$ cat config.mk
export PLATFORM = sky130hd
export DESIGN_NAME = queen_solver
export DESIGN_NICKNAME = d
export VERILOG_FILES = /design/src/rtl/queen_solver.sv
export SDC_FILE = /design/constraint.sdc
export NUM_CORES = 1
export LEC_CHECK = 0
export ABC_AREA = 0
export BUFFER_PORTS_ARGS = -buffer_cell sky130_fd_sc_hd__clkbuf_2
export CAP_MARGIN = 15
export CORE_MARGIN = 3
export CORE_UTILIZATION = 55
export DETAILED_ROUTE_END_ITERATION = 7
export MAX_ROUTING_LAYER = met4
export PLACE_DENSITY = 0.77
export SLEW_MARGIN = 40
export SYNTH_ARGS = -nofsm -noshare
export SYNTH_HDL_FRONTEND = slang
export SYNTH_SLANG_ARGS = --single-unit
$ cat constraint.sdc
create_clock -name clk -period 5.1 [get_ports clk]
set_clock_uncertainty 0.1 [all_clocks]
set_input_delay 0.255 -clock clk [delete_from_list [all_inputs] [get_ports clk]]
set_output_delay 0.255 -clock clk [all_outputs]
set_load 0.05 [all_outputs]
$ cat src/rtl/queen_solver.sv
// N-queens backtracking search controller with a time-shared pairwise safety checker.
// Walks one (candidate, placed-queen) pair per cycle and pauses on every solution.

module is_safe (
   input  logic [2:0] row1,
   input  logic [2:0] column1,
   input  logic [2:0] row2,
   input  logic [2:0] column2,
   output logic       safe
);

   function automatic logic [2:0] abs_diff(input logic [2:0] a, input logic [2:0] b);
      logic signed [3:0] d;
      d = $signed({1'b0, a}) - $signed({1'b0, b});
      return (d < 0) ? 3'(-d) : 3'(d);
   endfunction

   assign safe = (column1 != column2) &&
                 (abs_diff(row1, row2) != abs_diff(column1, column2));

endmodule

module queen_solver #(
   parameter int N  = 8,
   parameter int CW = 7
) (
   input  logic            clk,
   input  logic            rst_n,
   input  logic            start,
   input  logic            abort,
   output logic            busy,
   output logic            done,
   output logic            found,
   output logic [3*N-1:0]  queens,
   output logic [CW-1:0]   sol_count
);

   typedef enum logic [2:0] {
      S_IDLE,
      S_CHECK,
      S_NEXT,
      S_BACK,
      S_SOLVED,
      S_EXHAUSTED
   } state_t;

   localparam logic [2:0]    LAST    = 3'(N - 1);
   localparam logic [CW-1:0] CNT_MAX = '1;

   state_t     state, state_nx;
   logic [2:0] r, r_nx;
   logic [2:0] k, k_nx;
   logic [2:0] col [8];
   logic       clr_all, clr_row, inc_col;
   logic       cnt_clr, cnt_inc;
   logic       safe;
   logic [2:0] r_inc;

   assign r_inc = r + 3'd1;

   is_safe u_is_safe (
      .row1    (r),
      .column1 (col[r]),
      .row2    (k),
      .column2 (col[k]),
      .safe    (safe)
   );

   always_comb begin
      state_nx = state;
      r_nx     = r;
      k_nx     = k;
      clr_all  = 1'b0;
      clr_row  = 1'b0;
      inc_col  = 1'b0;
      cnt_clr  = 1'b0;
      cnt_inc  = 1'b0;
      busy     = (state == S_CHECK) || (state == S_NEXT) || (state == S_BACK);
      if (abort) begin
         state_nx = S_IDLE;
      end else begin
         case (state)
            S_IDLE: begin
               if (start) begin
                  clr_all  = 1'b1;
                  cnt_clr  = 1'b1;
                  r_nx     = 3'd0;
                  k_nx     = 3'd0;
                  state_nx = S_CHECK;
               end
            end
            S_CHECK: begin
               // k reaching r means every earlier row accepted the candidate
               if (k == r) begin
                  if (r == LAST) begin
                     cnt_inc  = 1'b1;
                     state_nx = S_SOLVED;
                  end else begin
                     clr_row = 1'b1;
                     r_nx    = r_inc;
                     k_nx    = 3'd0;
                  end
               end else if (safe) begin
                  k_nx = k + 3'd1;
               end else begin
                  state_nx = S_NEXT;
               end
            end
            S_NEXT: begin
               if (col[r] == LAST) begin
                  state_nx = S_BACK;
               end else begin
                  inc_col  = 1'b1;
                  k_nx     = 3'd0;
                  state_nx = S_CHECK;
               end
            end
            S_BACK: begin
               if (r == 3'd0) begin
                  state_nx = S_EXHAUSTED;
               end else begin
                  r_nx     = r - 3'd1;
                  state_nx = S_NEXT;
               end
            end
            S_SOLVED: begin
               // resuming simply advances the last row through the backtrack path
               if (start) begin
                  r_nx     = LAST;
                  state_nx = S_NEXT;
               end
            end
            S_EXHAUSTED: state_nx = S_IDLE;
            default:     state_nx = S_IDLE;
         endcase
      end
   end

   always_ff @(posedge clk or negedge rst_n) begin
      if (!rst_n) begin
         state     <= S_IDLE;
         r         <= 3'd0;
         k         <= 3'd0;
         done      <= 1'b0;
         found     <= 1'b0;
         sol_count <= '0;
         for (int i = 0; i < 8; i++) begin
            col[i] <= 3'd0;
         end
      end else begin
         state <= state_nx;
         r     <= r_nx;
         k     <= k_nx;
         done  <= ((state_nx == S_SOLVED) && (state != S_SOLVED)) ||
                  (state_nx == S_EXHAUSTED);
         found <= (state_nx == S_SOLVED);
         if (cnt_clr) begin
            sol_count <= '0;
         end else if (cnt_inc && (sol_count != CNT_MAX)) begin
            sol_count <= sol_count + 1'b1;
         end
         if (clr_all) begin
            for (int i = 0; i < 8; i++) begin
               col[i] <= 3'd0;
            end
         end else if (clr_row) begin
            col[r_inc] <= 3'd0;
         end else if (inc_col) begin
            col[r] <= col[r] + 3'd1;
         end
      end
   end

   always_comb begin
      queens = '0;
      for (int i = 0; i < N; i++) begin
         queens[3*i +: 3] = col[i];
      end
   end

endmodule
Word level (Yosys, flattened, before mapping)

Cells that the tools add are included.

Bits in registers: 42
Input port bits: 4
Output and inout bits: 34

Bitwise gates (word level): 6
Mux-type cells: 52
Order comparisons: 7
Reduce and logical (&&, ||, !) cells: 16
Add/subtract/negate cells: 9
Equality and inequality tests: 21

Operator list:

| kind                                                                  | number |
|---|---|
| 24-bit 2-to-1 mux                                                     | 3 |
| 3-bit 2-to-1 mux                                                      | 24 |
| 24-bit AND                                                            | 1 |
| 24-bit bitwise mux                                                    | 1 |
| 24-bit NOT                                                            | 1 |
| 3-bit binary-select mux with 3-bit select                             | 2 |
| 3-bit demux with 3-bit select                                         | 2 |
| 4-bit by 1-bit < comparator with 1-bit output (second input constant) | 4 |
| 3-bit == test (second input constant)                                 | 5 |
| 3-bit case mux with 5 select lines                                    | 1 |
| 1-bit 2-to-1 mux                                                      | 14 |
| 7-bit 2-to-1 mux                                                      | 2 |
| 4-bit greater-or-equal comparator (second input constant)             | 3 |
| 3-bit NOT with 4-bit output                                           | 3 |
| 3-bit case mux with 4 select lines                                    | 1 |
| 2-bit inequality test (second input constant)                         | 5 |
| 3-bit by 1-bit adder with 3-bit output (second input constant)        | 3 |
| 3-bit case mux with 3 select lines                                    | 1 |
| 3-bit by 3-bit subtractor with 4-bit output                           | 2 |
| 7-bit by 1-bit adder with 7-bit output (second input constant)        | 1 |
| 7-bit inequality test (second input constant)                         | 1 |
| 7-bit AND reduction                                                   | 1 |
| 3-bit by 2-bit == test with 1-bit output (second input constant)      | 2 |
| 3-bit logical NOT                                                     | 2 |
| other kinds (16)                                                      | 26 |

Longest topological paths before layout

Gate-level depths: netlist of run 1.

Depth in word-level cells: 16
Mapped depth: 18

Hierarchy

Synthesis of run 1 repeated with hierarchy kept, for this count alone.

Cell total of the unflattened synthesis: 318
Area total of the unflattened synthesis: 3019.1 um^2

Modules (own cells, without submodules):

| module       | instances | area an instance (um^2) | cells each |
|---|---|---|---|
| queen_solver | 1         | 2676.3                  | 276 |
| is_safe      | 1         | 342.8                   | 42 |

Worst setup path before layout of run 1

No wires, ideal clock.

Path kind: reg-to-reg
From: register r[0]
To: register k[2]
Data arrival time: 3.436 ns
Buffers on the path: 2
Clock period less this slack: 3.605 ns
Library setup time: 0.068 ns
Setup slack: 1.495 ns
Stages on the path, launching flop included: 19
Cell sequence: dfrtp_1 clkbuf_1 and2_0 clkbuf_1 a22o_1 a22oi_1 o211ai_1 inv_1 ha_1 inv_1 fa_1 inv_1 ha_1 nor3_2 xnor2_1 xnor2_1 a31oi_4 a211o_1 nand3_1

Word-level cells in the longest chain between the ends: 11
Elaborated cells between the ends (all ways): 24
Classes of those cells: add/sub (4); order compare (2); eq/ne (8); mux (7); bitwise (1); reduce/logical (2)

RTL lines:

| item                                                                                  | RTL line | RTL |
|---|---|---|
| start, declared                                                                       | 51       | `logic [2:0] r, r_nx;` |
| start signal, assigned                                                                | 152      | `r <= r_nx;` |
| 3-bit NOT with 4-bit output (implied by the code)                                     | 63, 110  |  |
| 3-bit binary-select mux with 3-bit select                                             | 63, 110  |  |
| 3-bit 2-to-1 mux (implied by the code) (2 in series)                                  | 63, 110  |  |
| 3-bit by 3-bit subtractor with 4-bit output                                           | 14       | `d = $signed({1'b0, a}) - $signed({1'b0, b});` |
| 4-bit by 1-bit < comparator with 1-bit output / 3-bit negator (equally long branches) | 15       | `return (d < 0) ? 3'(-d) : 3'(d);` |
| 3-bit 2-to-1 mux                                                                      | 15       |  |
| 3-bit inequality test                                                                 | 19       | `(abs_diff(row1, row2) != abs_diff(column1, column2));` |
| 1-bit logical AND                                                                     | 18       | `assign safe = (column1 != column2) &&` |
| 3-bit by 2-bit inequality test with 1-bit output (no line)                            | -        |  |
| 6-bit AND reduction (no line)                                                         | -        |  |
| end signal, assigned                                                                  | 153      | `k <= k_nx;` |
| end, declared                                                                         | 52       | `logic [2:0] k, k_nx;` |

Parallel ways exist; a longest one is shown, timed or not. The select of a mux whose other input is x is not followed.
A chain may end at the register's enable or synchronous reset.

Worst setup path after layout of run 1

Same ends and word-level chain as after synthesis.

==> results of run 1 <==
-- registers in the layout, indices dropped and copies added (netlist names) --
name / count
state: 3
done: 1
queens: 24
r: 3
sol_count: 7
k: 3
found: 1
-- layer usage --
layer  up-vias  wire [um]  track usage [%]
met5         -          0                -
met4         0         76             5.94
met3         8        625             4.59
met2       149       3360             39.0
met1      1250       3350             38.3
li1       1203          -                -
-- power by group through the flow --
| stage | registers (mW) | logic, mW | clock network [mW] |
|---|---|---|---|
| detailed placement | 0.485 | 1.08 | 0 |
| floorplan | 0.454 | 0.904 | 0 |
| CTS | 0.478 | 1.08 | 0.268 |
| finish | 0.481 | 1.10 | 0.262 |
| global route | 0.491 | 1.22 | 0.284 |
| global placement | 0.483 | 1.07 | 0 |
-- repair_timing --
| action | 4_1_cts | 5_1_grt |
|---|---|---|
| hold buffers | 1 | 0 |
| hold endpoints to repair | 42 | 0 |
| endpoints found under the setup margin | 0 | 0 |
| buffers inserted | 0 | 0 |
| resized for setup | 0 | 0 |
-- final timing paths --
kind / startpoint / to / slack (ps) / depth (start not counted)
max in group asynchronous: rst_n / queens[16]$_DFFE_PN0P_ / 4090 / 2
worst max register to register: r[0]$_DFFE_PN0P_ / k[2]$_DFFE_PN0P_ / 1060 / 16
worst max-delay path: r[0]$_DFFE_PN0P_ / k[2]$_DFFE_PN0P_ / 1060 / 16
min in group asynchronous: rst_n / k[2]$_DFFE_PN0P_ / 410 / 2
worst min register to register: k[2]$_DFFE_PN0P_ / k[2]$_DFFE_PN0P_ / 460 / 2
worst min-delay path: abort / found$_DFF_PN0_ / 150 / 2
-- cell usage in the layout, fill, tap and decap left out, types with 3 or more instances in the layout --
cell,instances
dfrtp_1,42
nand2_1,39
clkbuf_2,36
nor2_1,27
o21ai_0,25
inv_1,22
ha_1,16
o22ai_1,14
nand3_1,11
a21oi_1,8
a31oi_1,7
xnor2_1,7
nor3_1,6
mux4_2,6
a221oi_1,5
mux2i_1,5
and3_1,5
clkbuf_8,5
a32o_1,4
xor2_1,4
a22oi_1,4
a22o_1,3
nand2b_1,3
-- cell type report --
type / count / area [um^2] / share of cell area (%)
clock buffers: 5 / 68.8 / 2.16
clock inverters: 3 / 40.0 / 1.26
inverters: 24 / 92.6 / 2.91
multi-input cells: 234 / 1650 / 51.8
flip-flops and latches: 42 / 1050 / 33.0
well taps: 67 / 83.8 / 2.63
repair buffers: 38 / 198 / 6.21
-- through the flow --
stage / std cells / total power [mW] / hold WS, ps / util, % / area, um^2
floorplan: 314 / 1.36 / -141 / - / 2860
global placement: 404 / 1.55 / 374 / 62.7 / 3060
detailed placement: 404 / 1.56 / 218 / 62.8 / 3060
CTS: 413 / 1.83 / 148 / 65.2 / 3180
global route: 413 / 2.00 / 180 / 65.2 / 3180
finish: 413 / 1.84 / 152 / 65.2 / 3180
-- cell families (layout without fill, tap and decap cells) --
group,count (synthesis),in the layout
buffers and inverters,38,70
AO/OA/AOI/OAI,87,87
flip-flops,42,42
XOR/XNOR,11,11
AND/OR/NAND/NOR,106,106
multiplexers,12,12
adder cells (fa/ha/maj),18,18
==> results.toml, run 1 <==
[status]
status = "completed"

[worst_setup_path]
cp_data_required_time_ps = 5240
path_cells = "nor2_1 -> a22o_1 -> a22oi_1 -> o211ai_1 -> inv_1 -> ha_1 -> inv_1 -> fa_1 -> inv_1 -> ha_1 -> nor3_2 -> xnor2_1 -> xnor2_1 -> a31oi_4 -> a211o_1 -> nand3_1"
start_kind = "register"
path_max_fanout = 19
worstSetupPathType = "reg -> reg"
cp_num_buf_inv = 3
cp-end-kind = "register"
crit_arrival_ps = 4180
cp_top_family = "compound AO/OA/AOI/OAI gates"
crit_top_cell = "inv_1"
cp_slowest_cell = "dfrtp_1"
cpPeakStageDelay_ps = 680

[placement]
portBuffers = 37
dp_hpwl_mm = 5.57
routabilityCongestion = 1.00
dpl_worst_slack_ps = 1150

[die]
start_util_pct = 58.5
die_w_um = 78.1
ios = 38
rows = 25
die-area_mm2 = 0.00609
die_height_um = 78.1
core_mm2 = 0.00488

[global_route]
grt_overflow_total = 0
grt_pass1_vias = 2414
grt_pass1_wl_mm = 12.4
antenna_found_initial = 0
grt_max_degree = 43
grt_usage_pct = 26.3

[timing]
layout_setup_ws_ps = 1060
tightest_slew_ps = 889
max_freq_mhz = 248
fin_crit_ps = 4040
slew_viol_final = 0
setup_viol = 0
fin_crit_sh_pct = 79.2
finalSetupTns_ps = 0
rsz0062_at_grt = "false"
hold_viol = 0
relSlewSlack_pct = 40.0

[clock_tree]
cts_buffers = 5
insertion_delay_ps = 300
htree_levels = 2
cts.clk_slew.worst_paths_ps = 90
clkSinkCount = 42
root_buffer = "clkbuf_8"
cts_tree = "built"
cts_buffer_depth = 2

[detailed_routing]
totalWireLength_mm = 7.41
wl_per_cell_um = 17.9
viasPerCell = 6.32
vias = 2610
drc = 0
drt_iter0_markers = 226
antenna_left = 0
first_pass_iters = 7

[power]
switching_share_pct = 50.0
pwr-share-comb_pct = 59.7
seqPwrFrac_pct = 26.1
p_clk_share_pct = 14.2
vdd_drop_max_uv = 257
p_switching_mw = 0.921
internal_power_mw = 0.921
p_per_area_mw_per_mm2 = 579
power.leakage_nw = 1.44

[synth]
synth_compound_area_share_pct = 20.9
syn_avg_cell_area_um2 = 9.09
synth_warnings = 0
synth_cell_types = 54
yosys-mux-area-fraction_pct = 6.88
yosysTopAreaCell = "dfrtp_1"
synthXorXnorAreaFrac_pct = 3.37
synthTopCellsByCount = "dfrtp_1 (42), nand2_1 (39), nor2_1 (27), o21ai_0 (25), inv_1 (22)"
ys_async_sr_fraction_pct = 100
synth_nets = 336
synth_top_family_by_area = "compound AO/OA/AOI/OAI gates"
synthSimpleGateAreaFrac_pct = 18.1
synth_fa_ha_area_share_pct = 8.41
synth.area.top_cells = "dfrtp_1 (37%), ha_1 (7.0%), nand2_1 (5.1%)"
synth_edf_count = 0
ys.flop_type = "dfrtp_1"
syn_inst = 314
synth_area_mm2 = 0.00286
ys_seq_area_share_pct = 36.8
synth.most_common_cell = "dfrtp_1"
synth_top_area_share_pct = 36.8
ys_ff_latch = 42

[worst_hold_path]
min-delay-path-class = "in -> reg"

[flow_run]
cap_violations = 0

[cells_and_area]
nFillCells = 429
nets = 367
antenna_cells = 0
syn_to_final_growth_pct = 11.4
drive_gt1_share_pct = 17.6
No activity file was read; power rests on OpenSTA's default activity.
==> inputs of run 2 (changes only) <==
--- a/config.mk
+++ b/config.mk
@@ -9,10 +9,10 @@
 export BUFFER_PORTS_ARGS = -buffer_cell sky130_fd_sc_hd__clkbuf_2
 export CAP_MARGIN = 15
 export CORE_MARGIN = 3
-export CORE_UTILIZATION = 55
+export CORE_UTILIZATION = 52
 export DETAILED_ROUTE_END_ITERATION = 7
 export MAX_ROUTING_LAYER = met4
-export PLACE_DENSITY = 0.77
+export PLACE_DENSITY = 0.76
 export SLEW_MARGIN = 40
 export SYNTH_ARGS = -nofsm -noshare
 export SYNTH_HDL_FRONTEND = slang
==> constraint.sdc (replaced) <==
create_clock -name clk -period 3.4 [get_ports clk]
set_clock_uncertainty 0.1 [all_clocks]
set_input_delay 0.17 -clock clk [delete_from_list [all_inputs] [get_ports clk]]
set_output_delay 0.17 -clock clk [all_outputs]
set_load 0.05 [all_outputs]
==> run 2 against run 1 <==
  * The flow now finishes with violations (negative setup slack)
  * Total power rose by 72%
  * First-iteration DRC count rose by 37%
  * Setup slack lost 1100 ps
  * Largest cell class unchanged
  * Utilization decreased by 0.47 points
  * Critical path type unchanged
  * Final cell count up 5.1%
  * Clock power increased by 29%
==> results.toml, run 2 (synthesis gave the netlist of run 1 again) <==
[status]
status = "finished, violations left"
violations = "negative setup slack"

[worst_setup_path]
cp-end-kind = "register"
crit_arrival_ps = 3520
path_max_fanout = 10
cpPeakStageDelay_ps = 530
cp_num_buf_inv = 2
cp_data_required_time_ps = 3490
path_cells = "buf_4 -> nor2_1 -> a221oi_1 -> o22ai_1 -> fa_1 -> inv_1 -> ha_2 -> mux2i_2 -> xnor2_2 -> a31oi_4 -> o21bai_2 -> a32o_1"
start_kind = "register"
cp_slowest_cell = "fa_1"
worstSetupPathType = "reg -> reg"
cp_top_family = "compound AO/OA/AOI/OAI gates"

[detailed_routing]
viasPerCell = 6.25
vias = 2712
totalWireLength_mm = 8.07
antenna_left = 0
wl_per_cell_um = 18.6
first_pass_iters = 5
drt_iter0_markers = 310
drc = 0

[cells_and_area]
nFillCells = 445
nets = 385
drive_gt1_share_pct = 25.5
utilization_pct = 64.7
fin_cells = 434
final_common_cell = "dfrtp_1"
antenna_cells = 0
final_cell_mix = "dfrtp_1 (41), nand2_1 (39), clkbuf_2 (36), nor2_1 (27), o21ai_0 (24)"
syn_to_final_growth_pct = 18.0
seq_area_mm2 = 0.00105
largest_reg_flops = 24
multi_input_area_mm2 = 0.00171

[placement]
portBuffers = 37
place_inst = 423
routabilityCongestion = 0.980
dpl_worst_slack_ps = 11.4
dp_hpwl_mm = 6.15

[timing]
relSlewSlack_pct = 56.3
fin_crit_ps = 3430
layout_setup_ws_ps = -31.8
hold_viol = 0
rsz0062_at_grt = "true"
slew_viol_final = 0
setup_viol = 2
hold_ws_ps = 66.9
max_freq_mhz = 291
tightest_slew_ps = 647
finalSetupTns_ps = -48.9
fin_crit_sh_pct = 101

[clock_tree]
cts_tree = "built"
cts.clk_slew.worst_paths_ps = 90
cts_buffers = 5
root_buffer = "clkbuf_8"
htree_levels = 2
insertion_delay_ps = 300
clkSinkCount = 42
cts_buffer_depth = 2

[global_route]
grt_max_degree = 43
grt_pass1_vias = 2653
grt_pass1_wl_mm = 13.3
grt_overflow_total = 0
grt_usage_pct = 27.8
antenna_found_initial = 0

[die]
rows = 26
start_util_pct = 54.9
ios = 38
die_height_um = 80.1
die_w_um = 80.1
die-area_mm2 = 0.00642
core_mm2 = 0.00520

[power]
p_per_area_mw_per_mm2 = 939
vdd_drop_max_uv = 613
power.leakage_nw = 1.54

[worst_hold_path]
min-delay-path-class = "in -> reg"

[flow_run]
cap_violations = 0
==> run 2: area by class of cell <==
cell class,count,share of cell area (%)
Clock buffer,5,2.04
Timing Repair Buffer,56,9.88
Tap cell,70,2.60
Inverter,24,2.75
Clock inverter,3,0.743
Multi-Input combinational cell,234,50.8
Sequential cell,42,31.2
==> run 2: power by group <==
| part | total, mW | switching [mW] | internal (mW) |
|---|---|---|---|
| Sequential | 0.668 | 0.109 | 0.558 |
| Combinational | 2.16 | 1.28 | 0.883 |
| Clock | 0.339 | 0.191 | 0.148 |
| Total | 3.17 | 1.58 | 1.59 |
==> run 2: path summary, 6_finish.rpt <==
| kind | startpoint | to | slack [ps] | cells after the start |
|---|---|---|---|---|
| worst max-delay path | r[0]$_DFFE_PN0P_ | k[1]$_DFFE_PN0P_ | -30 | 12 |
| worst min-delay path | abort | state[2]$_DFF_PN0_ | 70 | 2 |
| worst max register to register | r[0]$_DFFE_PN0P_ | k[1]$_DFFE_PN0P_ | -30 | 12 |
| worst min register to register | sol_count[5]$_DFFE_PN0P_ | sol_count[5]$_DFFE_PN0P_ | 490 | 2 |
| max in group asynchronous | rst_n | k[0]$_DFFE_PN0P_ | 2440 | 2 |
| min in group asynchronous | rst_n | queens[23]$_DFFE_PN0P_ | 330 | 2 |
==> run 2: per-stage QoR <==
step | total power, mW | area [um^2]
global route | 3.38 | 3370
CTS | 3.01 | 3320
floorplan | 2.05 | 2870
finish | 3.17 | 3370
detailed placement | 2.54 | 3190
global placement | 2.48 | 3190
==> run 2: routing by layer <==
| layer | share of wire, % | vias up | wire length, um | GRT usage, % |
|---|---|---|---|---|
| li1 | - | 1240 | - | - |
| met1 | 43 | 1308 | 3470 | 37.5 |
| met2 | 46 | 135 | 3690 | 42.3 |
| met3 | 8.8 | 29 | 711 | 6.17 |
| met4 | 2.6 | 0 | 206 | 8.28 |
| met5 | 0 | - | 0 | - |
==> run 2: what timing repair did <==
item                                   CTS  global route
gates cloned                             0             0
endpoints found under the hold margin   42             0
setup buffers                            2             0
hold buffers                             1             0
gates resized for setup                  3            12
pin swaps                                4             4
setup endpoints to repair                4             8
==> inputs of run 3 (changes only) <==
--- a/config.mk
+++ b/config.mk
@@ -9,10 +9,10 @@
 export BUFFER_PORTS_ARGS = -buffer_cell sky130_fd_sc_hd__clkbuf_2
 export CAP_MARGIN = 15
 export CORE_MARGIN = 3
-export CORE_UTILIZATION = 52
+export CORE_UTILIZATION = 55
 export DETAILED_ROUTE_END_ITERATION = 7
 export MAX_ROUTING_LAYER = met4
-export PLACE_DENSITY = 0.76
+export PLACE_DENSITY = 0.77
 export SLEW_MARGIN = 40
 export SYNTH_ARGS = -nofsm -noshare
 export SYNTH_HDL_FRONTEND = slang
==> constraint.sdc (replaced) <==
create_clock -name clk -period 3.27 [get_ports clk]
set_clock_uncertainty 0.1 [all_clocks]
set_input_delay 0.1635 -clock clk [delete_from_list [all_inputs] [get_ports clk]]
set_output_delay 0.1635 -clock clk [all_outputs]
set_load 0.05 [all_outputs]
==> run 3 against run 2 <==
  * The flow still finishes with violations (negative setup slack)
  * Die area down 5.1%
  * Hold slack worse by 4.4 ps
  * Critical endpoint is now k[0]$_DFFE_PN0P_
  * Via count up 0.37%
  * Sequential share of layout area down 1.3 points
  * Clock-buffer cell count up 1
  * Highest routed layer unchanged
  * First-iteration DRC count down 19%
  * Final cell count up 2.8%
  * Combinational power up 16%
  * Clock power up 7.7%
  * Critical path depth up 2
  * Wire length down 0.40%
==> results.toml, run 3 (synthesis gave the netlist of run 1 again) <==
[status]
status = "finished, violations left"
violations = "negative setup slack"

[clock_tree]
cts_tree = "built"
htree_levels = 2
cts_buffer_depth = 2
root_buffer = "clkbuf_8"
insertion_delay_ps = 300
cts.clk_slew.worst_paths_ps = 90
cts_buffers = 5
clkSinkCount = 42

[cells_and_area]
finalInstanceArea_mm2 = 0.00352
utilization_pct = 72.2
syn_to_final_growth_pct = 23.3
nFillCells = 388
final_cell_mix = "dfrtp_1 (41), nand2_1 (38), clkbuf_2 (36), buf_4 (33), nor2_1 (25)"
largest_reg_flops = 24
antenna_cells = 0
fin_cells = 446
drive_gt1_share_pct = 30.1
final_common_cell = "dfrtp_1"
nets = 400

[detailed_routing]
first_pass_iters = 5
wl_per_cell_um = 18.0
vias = 2722
totalWireLength_mm = 8.04
viasPerCell = 6.10
drt_iter0_markers = 250
antenna_left = 0
drc = 0

[power]
seqPwrFrac_pct = 19.3
pwr-share-comb_pct = 70.5
power.leakage_nw = 1.62
internal_power_mw = 1.83
switching_share_pct = 48.7
p_clk_share_pct = 10.2
p_per_area_mw_per_mm2 = 1010
vdd_drop_max_uv = 795
p_switching_mw = 1.74
total_power_mw = 3.57

[worst_setup_path]
path_cells = "buf_4 -> nand2_1 -> o21ai_0 -> a221oi_2 -> o22ai_2 -> buf_4 -> ha_1 -> and3b_1 -> nor2_2 -> mux2i_4 -> xnor2_2 -> a31oi_4 -> o21bai_1 -> a22o_1"
start_kind = "register"
path_max_fanout = 6
crit_arrival_ps = 3390
worstSetupPathType = "reg -> reg"
crit_top_cell = "buf_4"
cp_data_required_time_ps = 3360
cpPeakStageDelay_ps = 440
cp-end-kind = "register"
cp_slowest_cell = "dfrtp_1"

[die]
die-area_mm2 = 0.00609
start_util_pct = 58.5
core_mm2 = 0.00488
rows = 25
die_height_um = 78.1
die_w_um = 78.1
ios = 38

[placement]
routabilityCongestion = 1.00
dp_hpwl_mm = 6.04
place_inst = 427
dpl_worst_slack_ps = -104
placed_cell_area_mm2 = 0.00324
portBuffers = 37

[timing]
hold_ws_ps = 62.5
rsz0062_at_grt = "true"
slew_viol_final = 0
finalSetupTns_ps = -72.3
tightest_slew_ps = 614
layout_setup_ws_ps = -30.0
fin_crit_ps = 3300
setup_viol = 3
fin_crit_sh_pct = 101
hold_viol = 0
max_freq_mhz = 303
relSlewSlack_pct = 58.6

[global_route]
grt_pass1_wl_mm = 12.9
grt_overflow_total = 0
grt_usage_pct = 28.0
grt_pass1_vias = 2534
antenna_found_initial = 0
grt_max_degree = 43

[flow_run]
cap_violations = 0

[worst_hold_path]
min-delay-path-class = "in -> reg"
[run 3: final cells by class]
class	count	area [um^2]	share of cell area [%]
clock buffers	6	82.6	2.35
clock inverters	2	12.5	0.355
inverters	24	92.6	2.63
multi-input cells	234	1750	49.8
flip-flops and latches	42	1050	29.9
well taps	67	83.8	2.38
repair buffers	71	445	12.7
[run 3: worst paths after layout]
check,startpoint,to,slack (ps),cells after the start
worst min-delay path,abort,state[2]$_DFF_PN0_,60,2
worst max-delay path,r[0]$_DFFE_PN0P_,k[0]$_DFFE_PN0P_,-30,14
worst min register to register,k[2]$_DFFE_PN0P_,k[2]$_DFFE_PN0P_,450,2
worst max register to register,r[0]$_DFFE_PN0P_,k[0]$_DFFE_PN0P_,-30,14
max in group asynchronous,rst_n,k[0]$_DFFE_PN0P_,2340,2
min in group asynchronous,rst_n,k[2]$_DFFE_PN0P_,310,2
[run 3: metal layers]
| layer | track usage (%) | vias up | part of all wire [%] |
|---|---|---|---|
| met4 | 6.47 | 0 | 1.3 |
| met1 | 39.0 | 1328 | 44 |
| met3 | 6.31 | 15 | 7.9 |
| li1 | - | 1269 | - |
| met2 | 42.1 | 110 | 46 |
| met5 | - | - | 0 |
[run 3: power by group through the flow]
stage / Sequential [mW] / Combinational (mW) / Clock, mW
global placement: 0.690 / 1.92 / 0
detailed placement: 0.693 / 1.97 / 0
global route: 0.699 / 2.69 / 0.388
floorplan: 0.709 / 1.43 / 0
finish: 0.689 / 2.51 / 0.365
CTS: 0.686 / 2.31 / 0.372
[run 3: timing repair]
item,CTS,global route
hold endpoints to repair,42,0
endpoints found under the setup margin,5,27
setup buffers,6,4
resized for setup,16,11
hold buffers,1,0
pin swaps,2,3
[run 3: critical path, delay by kind of cell (launching register included)]
family | cells | cell delay [ps]
buffers and inverters | 2 | 360
adder cells (fa/ha/maj) | 1 | 300
XOR/XNOR | 1 | 120
multiplexers | 1 | 260
AND/OR/NAND/NOR | 3 | 450
flip-flops | 1 | 440
AO/OA/AOI/OAI | 6 | 1160
